[src/rtl/stopwatch_ctrl.sv]
// -----------------------------------------------------------------------------
// stopwatch_ctrl
//   Front-end control stage for the stopwatch counter chain. Synchronises and
//   debounces the start/stop and lap/clear push-buttons, runs the
//   IDLE/RUN/PAUSE/LAP state machine and drives the counter chain controls.
//   Full scale on the final counter stage stops the watch automatically.
//
// Parameters
//   DEBOUNCE_CYCLES  consecutive stable synchronised cycles to accept a level
//   DB_W             debounce counter width, must hold DEBOUNCE_CYCLES-1
//
// Ports
//   clk         in   1  system clock, rising edge
//   resetn      in   1  synchronous active-low reset
//   btn_start   in   1  raw start/stop button, active-high, asynchronous
//   btn_lap     in   1  raw lap/clear button, active-high, asynchronous
//   tick_max    in   1  1-cycle pulse: counter chain at full scale
//   count_en    out  1  enable to every counter stage (RUN or LAP)
//   count_clrn  out  1  active-low 1-cycle clear strobe
//   lap_hold    out  1  display freeze while in LAP
//   state       out  2  IDLE=0, RUN=1, PAUSE=2, LAP=3
// -----------------------------------------------------------------------------
module stopwatch_ctrl #(
  parameter int unsigned DEBOUNCE_CYCLES = 4,
  parameter int unsigned DB_W            = 16
) (
  input  logic       clk,
  input  logic       resetn,
  input  logic       btn_start,
  input  logic       btn_lap,
  input  logic       tick_max,
  output logic       count_en,
  output logic       count_clrn,
  output logic       lap_hold,
  output logic [1:0] state
);

  localparam int unsigned N_BTN     = 2;
  localparam int unsigned BTN_START = 0;
  localparam int unsigned BTN_LAP   = 1;
  localparam logic [DB_W-1:0] DB_LAST = DB_W'(DEBOUNCE_CYCLES - 1);

  typedef enum logic [1:0] {
    ST_IDLE  = 2'd0,
    ST_RUN   = 2'd1,
    ST_PAUSE = 2'd2,
    ST_LAP   = 2'd3
  } state_t;

  // ---------------------------------------------------------------------------
  // Button synchronisers and debouncers
  // ---------------------------------------------------------------------------
  logic [N_BTN-1:0] w_raw;
  logic [N_BTN-1:0] r_sync1;
  logic [N_BTN-1:0] r_sync2;
  logic [N_BTN-1:0] r_stable;
  logic [N_BTN-1:0] r_press;
  logic [DB_W-1:0]  r_db_cnt [N_BTN];

  logic [N_BTN-1:0] w_stable_nxt;
  logic [N_BTN-1:0] w_press_nxt;
  logic [DB_W-1:0]  w_db_cnt_nxt [N_BTN];

  assign w_raw = {btn_lap, btn_start};

  // Debounce next-state: accept a level after DEBOUNCE_CYCLES differing samples.
  always_comb begin
    w_stable_nxt = r_stable;
    w_press_nxt  = '0;
    for (int i = 0; i < N_BTN; i++) begin
      w_db_cnt_nxt[i] = '0;
      if (r_sync2[i] != r_stable[i]) begin
        if (r_db_cnt[i] == DB_LAST) begin
          w_stable_nxt[i] = r_sync2[i];
          // Pulse only on an accepted 0->1 level; releases are silent.
          w_press_nxt[i]  = r_sync2[i];
        end else begin
          w_db_cnt_nxt[i] = r_db_cnt[i] + DB_W'(1);
        end
      end
    end
  end

  // Synchroniser, stable level, debounce counter and press pulse registers.
  always_ff @(posedge clk) begin
    if (!resetn) begin
      r_sync1  <= '0;
      r_sync2  <= '0;
      r_stable <= '0;
      r_press  <= '0;
      for (int i = 0; i < N_BTN; i++) begin
        r_db_cnt[i] <= '0;
      end
    end else begin
      r_sync1  <= w_raw;
      r_sync2  <= r_sync1;
      r_stable <= w_stable_nxt;
      r_press  <= w_press_nxt;
      for (int i = 0; i < N_BTN; i++) begin
        r_db_cnt[i] <= w_db_cnt_nxt[i];
      end
    end
  end

  // ---------------------------------------------------------------------------
  // Control FSM
  // ---------------------------------------------------------------------------
  state_t r_state;
  state_t w_state_nxt;
  logic   w_clr_strobe;
  logic   w_start_p;
  logic   w_lap_p;
  logic   r_count_en;
  logic   r_lap_hold;
  logic   r_count_clrn;

  assign w_start_p = r_press[BTN_START];
  assign w_lap_p   = r_press[BTN_LAP];

  // Next state; priority tick_max > start > lap, so a lap press coincident
  // with a start press is discarded.
  always_comb begin
    w_state_nxt  = r_state;
    w_clr_strobe = 1'b0;
    case (r_state)
      ST_IDLE: begin
        if (w_start_p) begin
          w_state_nxt = ST_RUN;
        end else if (w_lap_p) begin
          w_state_nxt  = ST_IDLE;
          w_clr_strobe = 1'b1;
        end
      end
      ST_RUN: begin
        if (tick_max || w_start_p) begin
          w_state_nxt = ST_PAUSE;
        end else if (w_lap_p) begin
          w_state_nxt = ST_LAP;
        end
      end
      ST_LAP: begin
        if (tick_max || w_start_p) begin
          w_state_nxt = ST_PAUSE;
        end else if (w_lap_p) begin
          w_state_nxt = ST_RUN;
        end
      end
      ST_PAUSE: begin
        if (w_start_p) begin
          w_state_nxt = ST_RUN;
        end else if (w_lap_p) begin
          w_state_nxt  = ST_IDLE;
          w_clr_strobe = 1'b1;
        end
      end
      default: begin
        w_state_nxt = ST_IDLE;
      end
    endcase
  end

  // State register; outputs registered from the next state so they track
  // the state register exactly.
  always_ff @(posedge clk) begin
    if (!resetn) begin
      r_state      <= ST_IDLE;
      r_count_en   <= 1'b0;
      r_lap_hold   <= 1'b0;
      r_count_clrn <= 1'b0;
    end else begin
      r_state      <= w_state_nxt;
      r_count_en   <= (w_state_nxt == ST_RUN) || (w_state_nxt == ST_LAP);
      r_lap_hold   <= (w_state_nxt == ST_LAP);
      r_count_clrn <= ~w_clr_strobe;
    end
  end

  assign count_en   = r_count_en;
  assign lap_hold   = r_lap_hold;
  assign count_clrn = r_count_clrn;
  assign state      = r_state;

endmodule

[config.mk]
export PLATFORM = sky130hd
export DESIGN_NAME = stopwatch_ctrl
export DESIGN_NICKNAME = d
export VERILOG_FILES = /design/src/rtl/stopwatch_ctrl.sv
export SDC_FILE = /design/constraint.sdc
export NUM_CORES = 1
export LEC_CHECK = 0
export ABC_AREA = 1
export ABC_CLOCK_PERIOD_IN_PS = 2550
export CORE_ASPECT_RATIO = 1.4
export CORE_UTILIZATION = 48
export CTS_CLUSTER_SIZE = 16
export DETAILED_ROUTE_END_ITERATION = 10
export PLACE_DENSITY = 0.66
export SLEW_MARGIN = 20
export SYNTH_ARGS = -nofsm -noshare
export SYNTH_HDL_FRONTEND = slang
export SYNTH_SLANG_ARGS = --single-unit
[constraint.sdc]
create_clock -name clk -period 2.55 [get_ports clk]
set_input_delay 0.51 -clock clk [delete_from_list [all_inputs] [get_ports clk]]
set_output_delay 0.51 -clock clk [all_outputs]
set_load 0.02 [all_outputs]
==> results.py, run 1 <==
metrics = {
    "clocking": {
        "clk_pin_slew_ps": 80,
        "hold_buffers": 0,
        "cts_tree": "done",
        "cts_num_sinks": 44,
        "postCtsSetupRepairBufs": 0,
        "cts_buffers": 5,
        "cts_root_buffer": "clkbuf_8",
        "clk_latency_ps": 300,
        "clockBufferDepth": 2,
        "h-tree-depth": 2,
        "ctsResizeCount": 0,
    },
    "die": {
        "dieArea_um2": 4580,
        "core_area_um2": 4020,
        "die_h_um": 79.7,
        "io_pins": 10,
        "fp-row-count": 27,
        "die_x_um": 57.5,
        "start_util_pct": 51.4,
    },
    "synth": {
        "synth_top_family_by_area": "simple AND/OR/NAND/NOR gates",
        "synthMuxAreaShare_pct": 0,
        "synth_cell_type_count": 26,
        "ys_seq_elements": 44,
        "synth_adder_area_share_pct": 1.21,
        "synthXorXnorAreaFrac_pct": 5.93,
        "ys.warnings.count": 0,
        "synth-simple-area-share_pct": 35.7,
        "syn-cell-area_um2": 2070,
        "syn_avg_cell_area_um2": 7.13,
        "netlist_instances": 290,
        "synth_compound_area_share_pct": 6.59,
        "seq_area_frac_synth_pct": 42.6,
        "syn_nets": 297,
    },
    "setup_path": {
        "crit_arrival_ps": 1310,
        "critPathMaxFanout": 4,
        "start_kind": "register",
        "end_kind": "primary output",
        "cp_num_buf_inv": 1,
        "crit_chain": "clkdlybuf4s50_1",
        "crit_family": "buffers and inverters",
        "cp.required_ps": 2040,
        "worstSetupPathType": "register to primary output",
        "crit_path_top_delay_cell": "clkdlybuf4s50_1",
        "max_stage_delay_ps": 630,
    },
    "timing": {
        "max_slew_margin_pct": 79.8,
        "hold_viol_final": 0,
        "max_freq_mhz": 549,
        "final_max_slew_viol_count": 0,
        "setup_viol_count_final": 0,
        "fin_skew_ps": 1.78,
        "tightestPinTransition_ps": 302,
        "fin_crit_sh_pct": 71.5,
        "setup-tns-final_ps": 0,
        "fin_crit_ps": 1820,
        "holdWs_ps": 422,
        "fin_ws_ps": 727,
        "rsz0062_at_grt": "false",
    },
    "routing": {
        "dr.pass1.iters": 4,
        "via_per_inst": 4.93,
        "routed_wl_um": 3590,
        "wl_per_cell_um": 10.3,
        "drt-initial-drc-count": 71,
        "final_antenna_net_count": 0,
        "drcViolationCount": 0,
        "vias": 1710,
    },
    "hold_path": {
        "hold_path_class": "register to register",
    },
    "placement": {
        "numPortBuffers": 9,
        "gp_congestion": 0.778,
        "place_hpwl_um": 2750,
        "post-place-ws_ps": 667,
    },
    "grt": {
        "grt_max_degree": 17,
        "grt_pass1_wl_um": 6240,
        "grt_pass1_vias": 1580,
        "gr-total-overflow": 0,
        "antenna_found_initial": 0,
        "grt_usage_pct": 17.4,
    },
    "finish": {
        "drive_gt1_share_pct": 10.9,
        "final_common_cell": "nand2_1",
        "area.growth.synth_to_final_pct": 11.1,
        "nFillCells": 411,
        "layout_common_cells": "65 x nand2_1, 56 x nor2_1, 44 x dfxtp_1",
        "nets": 310,
        "antenna_cells": 0,
    },
    "pwr": {
        "ir_worst_vdd_mv": 0.445,
        "p_per_area_nw_per_um2": 547,
        "fin_total_pwr_mw": 1.26,
        "power.leakage_nw": 0.804,
    },
    "run": {
        "cap_violations": 0,
    },
    "outcome": {
        "status": "complete, no violations",
    },
}
power by group:
part	internal (mW)	switching [mW]	total, mW
clock network	0.295	0.245	0.540
logic	0.0104	0.0132	0.0236
registers	0.691	0.00230	0.693
stage by stage:
stage,utilization [%],cells,instance area (um2)
finish,57.1,347,2300
global route,57.1,347,2300
CTS,57.1,347,2300
detailed placement,54.3,339,2180
global placement,54.3,339,2180
floorplan,-,290,2070
per-layer routing:
metal | global-route usage [%] | share of wire, %
met5 | 0 | 0
met4 | 8.05 | 2.1
met3 | 3.89 | 1.9
met2 | 33.0 | 53
met1 | 17.6 | 43
Yosys cell counts (all sizes together):
master / number / area share, %
nand2: 70 / 14
nor2: 68 / 14
dfxtp: 44 / 43
inv: 36 / 6.5
nand3: 18 / 4.8
a21oi: 16 / 4.2
nand4: 8 / 2.4
xnor2: 7 / 3.0
xor2: 7 / 3.0
o21ai: 5 / 1.4
buf: 3 / 1.5
a31oi: 2 / 0.60
ha: 2 / 1.2
or2: 2 / 0.60
nor3: 1 / 0.24
o21a: 1 / 0.36
worst paths after layout:
check	slack, ps	endpoint	cells past startpoint	start
worst min register to register	420	r_sync2[0]$_SDFF_PN0_	2	r_sync1[0]$_SDFF_PN0_
worst max register to register	990	r_db_cnt[0][23]$_SDFF_PP0_	8	r_db_cnt[0][16]$_SDFF_PP0_
worst min-delay path	420	r_sync2[0]$_SDFF_PN0_	2	r_sync1[0]$_SDFF_PN0_
worst max-delay path	730	state[0]	1	state[0]$_SDFF_PN0_
worst min-delay path: stages (launching register included):
cell	delay, ps
dfxtp_1	320
nand2_1	50
inv_1	40
sequential cells by signal, indices dropped and copies added (netlist names):
register    cells
count_clrn      1
lap_hold        1
r_db_cnt       32
r_press         2
r_stable        2
r_sync1         2
r_sync2         2
state           2
logic make-up after synthesis:
| logic type | after synthesis |
|---|---|
| and+or+nand+nor | 167 |
| DFF | 44 |
| buffers and inverters | 39 |
| AOI/OAI and AO/OA | 24 |
| xor gates and xnor gates | 14 |
| adders and majority gates | 2 |
area by class of cell:
cell class | count | area [um2] | area share, %
Sequential cell | 44 | 881 | 38.3
Timing Repair Buffer | 9 | 90.1 | 3.92
Tap cell | 43 | 53.8 | 2.34
Inverter | 36 | 135 | 5.88
Multi-Input combinational cell | 207 | 1020 | 44.5
Clock inverter | 3 | 46.3 | 2.02
Clock buffer | 5 | 68.8 | 3.00
Note: power is estimated with default switching activity, not from simulation.
==> run 2: changes to the inputs <==
--- a/config.mk
+++ b/config.mk
@@ -6,7 +6,7 @@
 export NUM_CORES = 1
 export LEC_CHECK = 0
 export ABC_AREA = 1
-export ABC_CLOCK_PERIOD_IN_PS = 2550
+export ABC_CLOCK_PERIOD_IN_PS = 1900
 export CORE_ASPECT_RATIO = 1.4
 export CORE_UTILIZATION = 48
 export CTS_CLUSTER_SIZE = 16
==> constraint.sdc (replaced) <==
create_clock -name clk -period 1.9 [get_ports clk]
set_input_delay 0.38 -clock clk [delete_from_list [all_inputs] [get_ports clk]]
set_output_delay 0.38 -clock clk [all_outputs]
set_load 0.02 [all_outputs]
==> run 2 against run 1 <==
Compared with the run above:
- via count increased by 0.88%
- critical path depth unchanged
- sequential share of layout area fell by 0.10 points
- critical path type unchanged
- register-to-register slack lost 660 ps
- design area up 0.27%
- sequential power grew 34%
- cell count unchanged
- non-clock buffer count is the same
- largest cell class unchanged
- wire length increased by 0.42%
==> results.py, run 2 (synthesis gave the netlist of run 1 again) <==
metrics = {
    "setup_path": {
        "max_stage_delay_ps": 630,
        "cp.required_ps": 1520,
        "worstSetupPathType": "register to primary output",
        "start_kind": "register",
        "crit_path_top_delay_cell": "clkdlybuf4s50_1",
        "end_kind": "primary output",
        "r2r_start": "r_db_cnt[0][16]$_SDFF_PP0_",
        "crit_chain": "clkdlybuf4s50_1",
        "cp_num_buf_inv": 1,
        "crit_family": "buffers and inverters",
        "crit_start": "state[0]$_SDFF_PN0_",
        "crit_arrival_ps": 1300,
        "critPathMaxFanout": 4,
    },
    "finish": {
        "final_common_cell": "nand2_1",
        "antenna_cells": 0,
        "nets": 310,
        "area.growth.synth_to_final_pct": 11.4,
        "layout_common_cells": "65 x nand2_1, 56 x nor2_1, 44 x dfxtp_1",
        "drive_gt1_share_pct": 10.9,
        "nFillCells": 404,
        "regMostFlops": "r_db_cnt",
        "largest_reg_flops": 32,
    },
    "pwr": {
        "p_clk_share_pct": 43.5,
        "p_switching_uw": 332,
        "p_per_area_nw_per_um2": 739,
        "p_int_mw": 1.37,
        "switching_share_pct": 19.5,
        "ir_worst_vdd_mv": 0.583,
        "p_seq_share_pct": 54.6,
        "p_comb_share_pct": 1.9,
        "power.leakage_nw": 0.811,
    },
    "grt": {
        "grt_pass1_wl_um": 6460,
        "grt_pass1_vias": 1649,
        "grt_usage_pct": 18.1,
        "gr-total-overflow": 0,
        "grt_max_degree": 17,
        "antenna_found_initial": 0,
    },
    "run": {
        "cap_violations": 0,
    },
    "clocking": {
        "cts_root_buffer": "clkbuf_8",
        "clk_pin_slew_ps": 80,
        "ctsResizeCount": 0,
        "clk_latency_ps": 300,
        "cts_buffers": 5,
        "h-tree-depth": 2,
        "clockBufferDepth": 2,
        "cts_tree": "done",
        "hold_buffers": 0,
        "postCtsSetupRepairBufs": 0,
        "cts_num_sinks": 44,
    },
    "die": {
        "dieArea_um2": 4580,
        "core_area_um2": 4020,
        "die_h_um": 79.7,
        "start_util_pct": 51.4,
        "die_x_um": 57.5,
        "io_pins": 10,
        "fp-row-count": 27,
    },
    "hold_path": {
        "hold_path_class": "register to register",
        "hp-start": "r_sync1[0]$_SDFF_PN0_",
    },
    "routing": {
        "vias": 1725,
        "wl_per_cell_um": 10.4,
        "dr.pass1.iters": 3,
        "drt-initial-drc-count": 45,
        "final_antenna_net_count": 0,
        "via_per_inst": 4.97,
        "routed_wl_um": 3600,
        "drcViolationCount": 0,
    },
    "placement": {
        "place_hpwl_um": 2790,
        "gp_congestion": 0.778,
        "numPortBuffers": 9,
    },
    "timing": {
        "hold_viol_final": 0,
        "max_slew_margin_pct": 79.7,
        "fin_skew_ps": 11.2,
        "setup_viol_count_final": 0,
        "max_freq_mhz": 594,
        "tightestPinTransition_ps": 303,
        "rsz0062_at_grt": "false",
        "fin_crit_sh_pct": 88.6,
        "holdWs_ps": 419,
        "final_max_slew_viol_count": 0,
        "setup-tns-final_ps": 0,
        "fin_crit_ps": 1680,
    },
    "outcome": {
        "status": "complete, no violations",
    },
}
## run 2: changes by cell type in the layout (fill, tap and decap cells not counted), sizes merged
cell and change:
clkbuf +1, clkinv +1, clkinvlp -1, inv -1
## run 2: worst paths after layout
check,slack (ps),to,cells past startpoint
setup reg to reg,330,r_db_cnt[0][30]$_SDFF_PP0_,8
hold / removal,420,r_sync2[0]$_SDFF_PN0_,2
setup / recovery,220,state[0],1
hold reg to reg,420,r_sync2[0]$_SDFF_PN0_,2
## run 2: routing by layer
| metal | GRT usage [%] | up-vias | part of all wire, % |
|---|---|---|---|
| met3 | 3.89 | 7 | 1.6 |
| met2 | 35.7 | 7 | 54 |
| met5 | 0 | - | 0 |
| met4 | 7.32 | 0 | 1.8 |
| li1 | - | 927 | - |
| met1 | 17.6 | 784 | 42 |
## run 2: worst min-delay path: cells and delay by family (launching register included)
| family | cells | cell delay [ps] |
|---|---|---|
| flops | 1 | 310 |
| simple gates | 1 | 50 |
| buf+inv | 1 | 40 |
## run 2: cell type report
class	instances	area, um2	share of cell area [%]
inverter	36	135	5.87
sequential	44	881	38.2
clock buffer	6	82.6	3.59
clock inverter	2	38.8	1.68
tap	43	53.8	2.34
multi-input combinational	207	1020	44.4
timing repair buffer	9	90.1	3.91
## run 2: power groups by stage
stage / sequential (mW) / combinational, mW / clock [mW]
after floorplan: 0.953 / 0.0172 / 0
after global routing: 0.932 / 0.0356 / 0.804
after global placement: 0.952 / 0.0318 / 0
after detailed placement: 0.953 / 0.0323 / 0
after CTS: 0.931 / 0.0324 / 0.768
final: 0.931 / 0.0316 / 0.741
## run 2: stage by stage
stage	instances	setup WS, ps	util (%)	instance area (um2)	total power, mW
2_1_floorplan	290	561	-	2070	0.971
3_3_place_gp	339	219	54.3	2180	0.984
3_5_place_dp	339	174	54.3	2180	0.985
4_1_cts	347	191	57.3	2300	1.73
5_1_grt	347	145	57.3	2300	1.77
6_report	347	217	57.3	2300	1.70
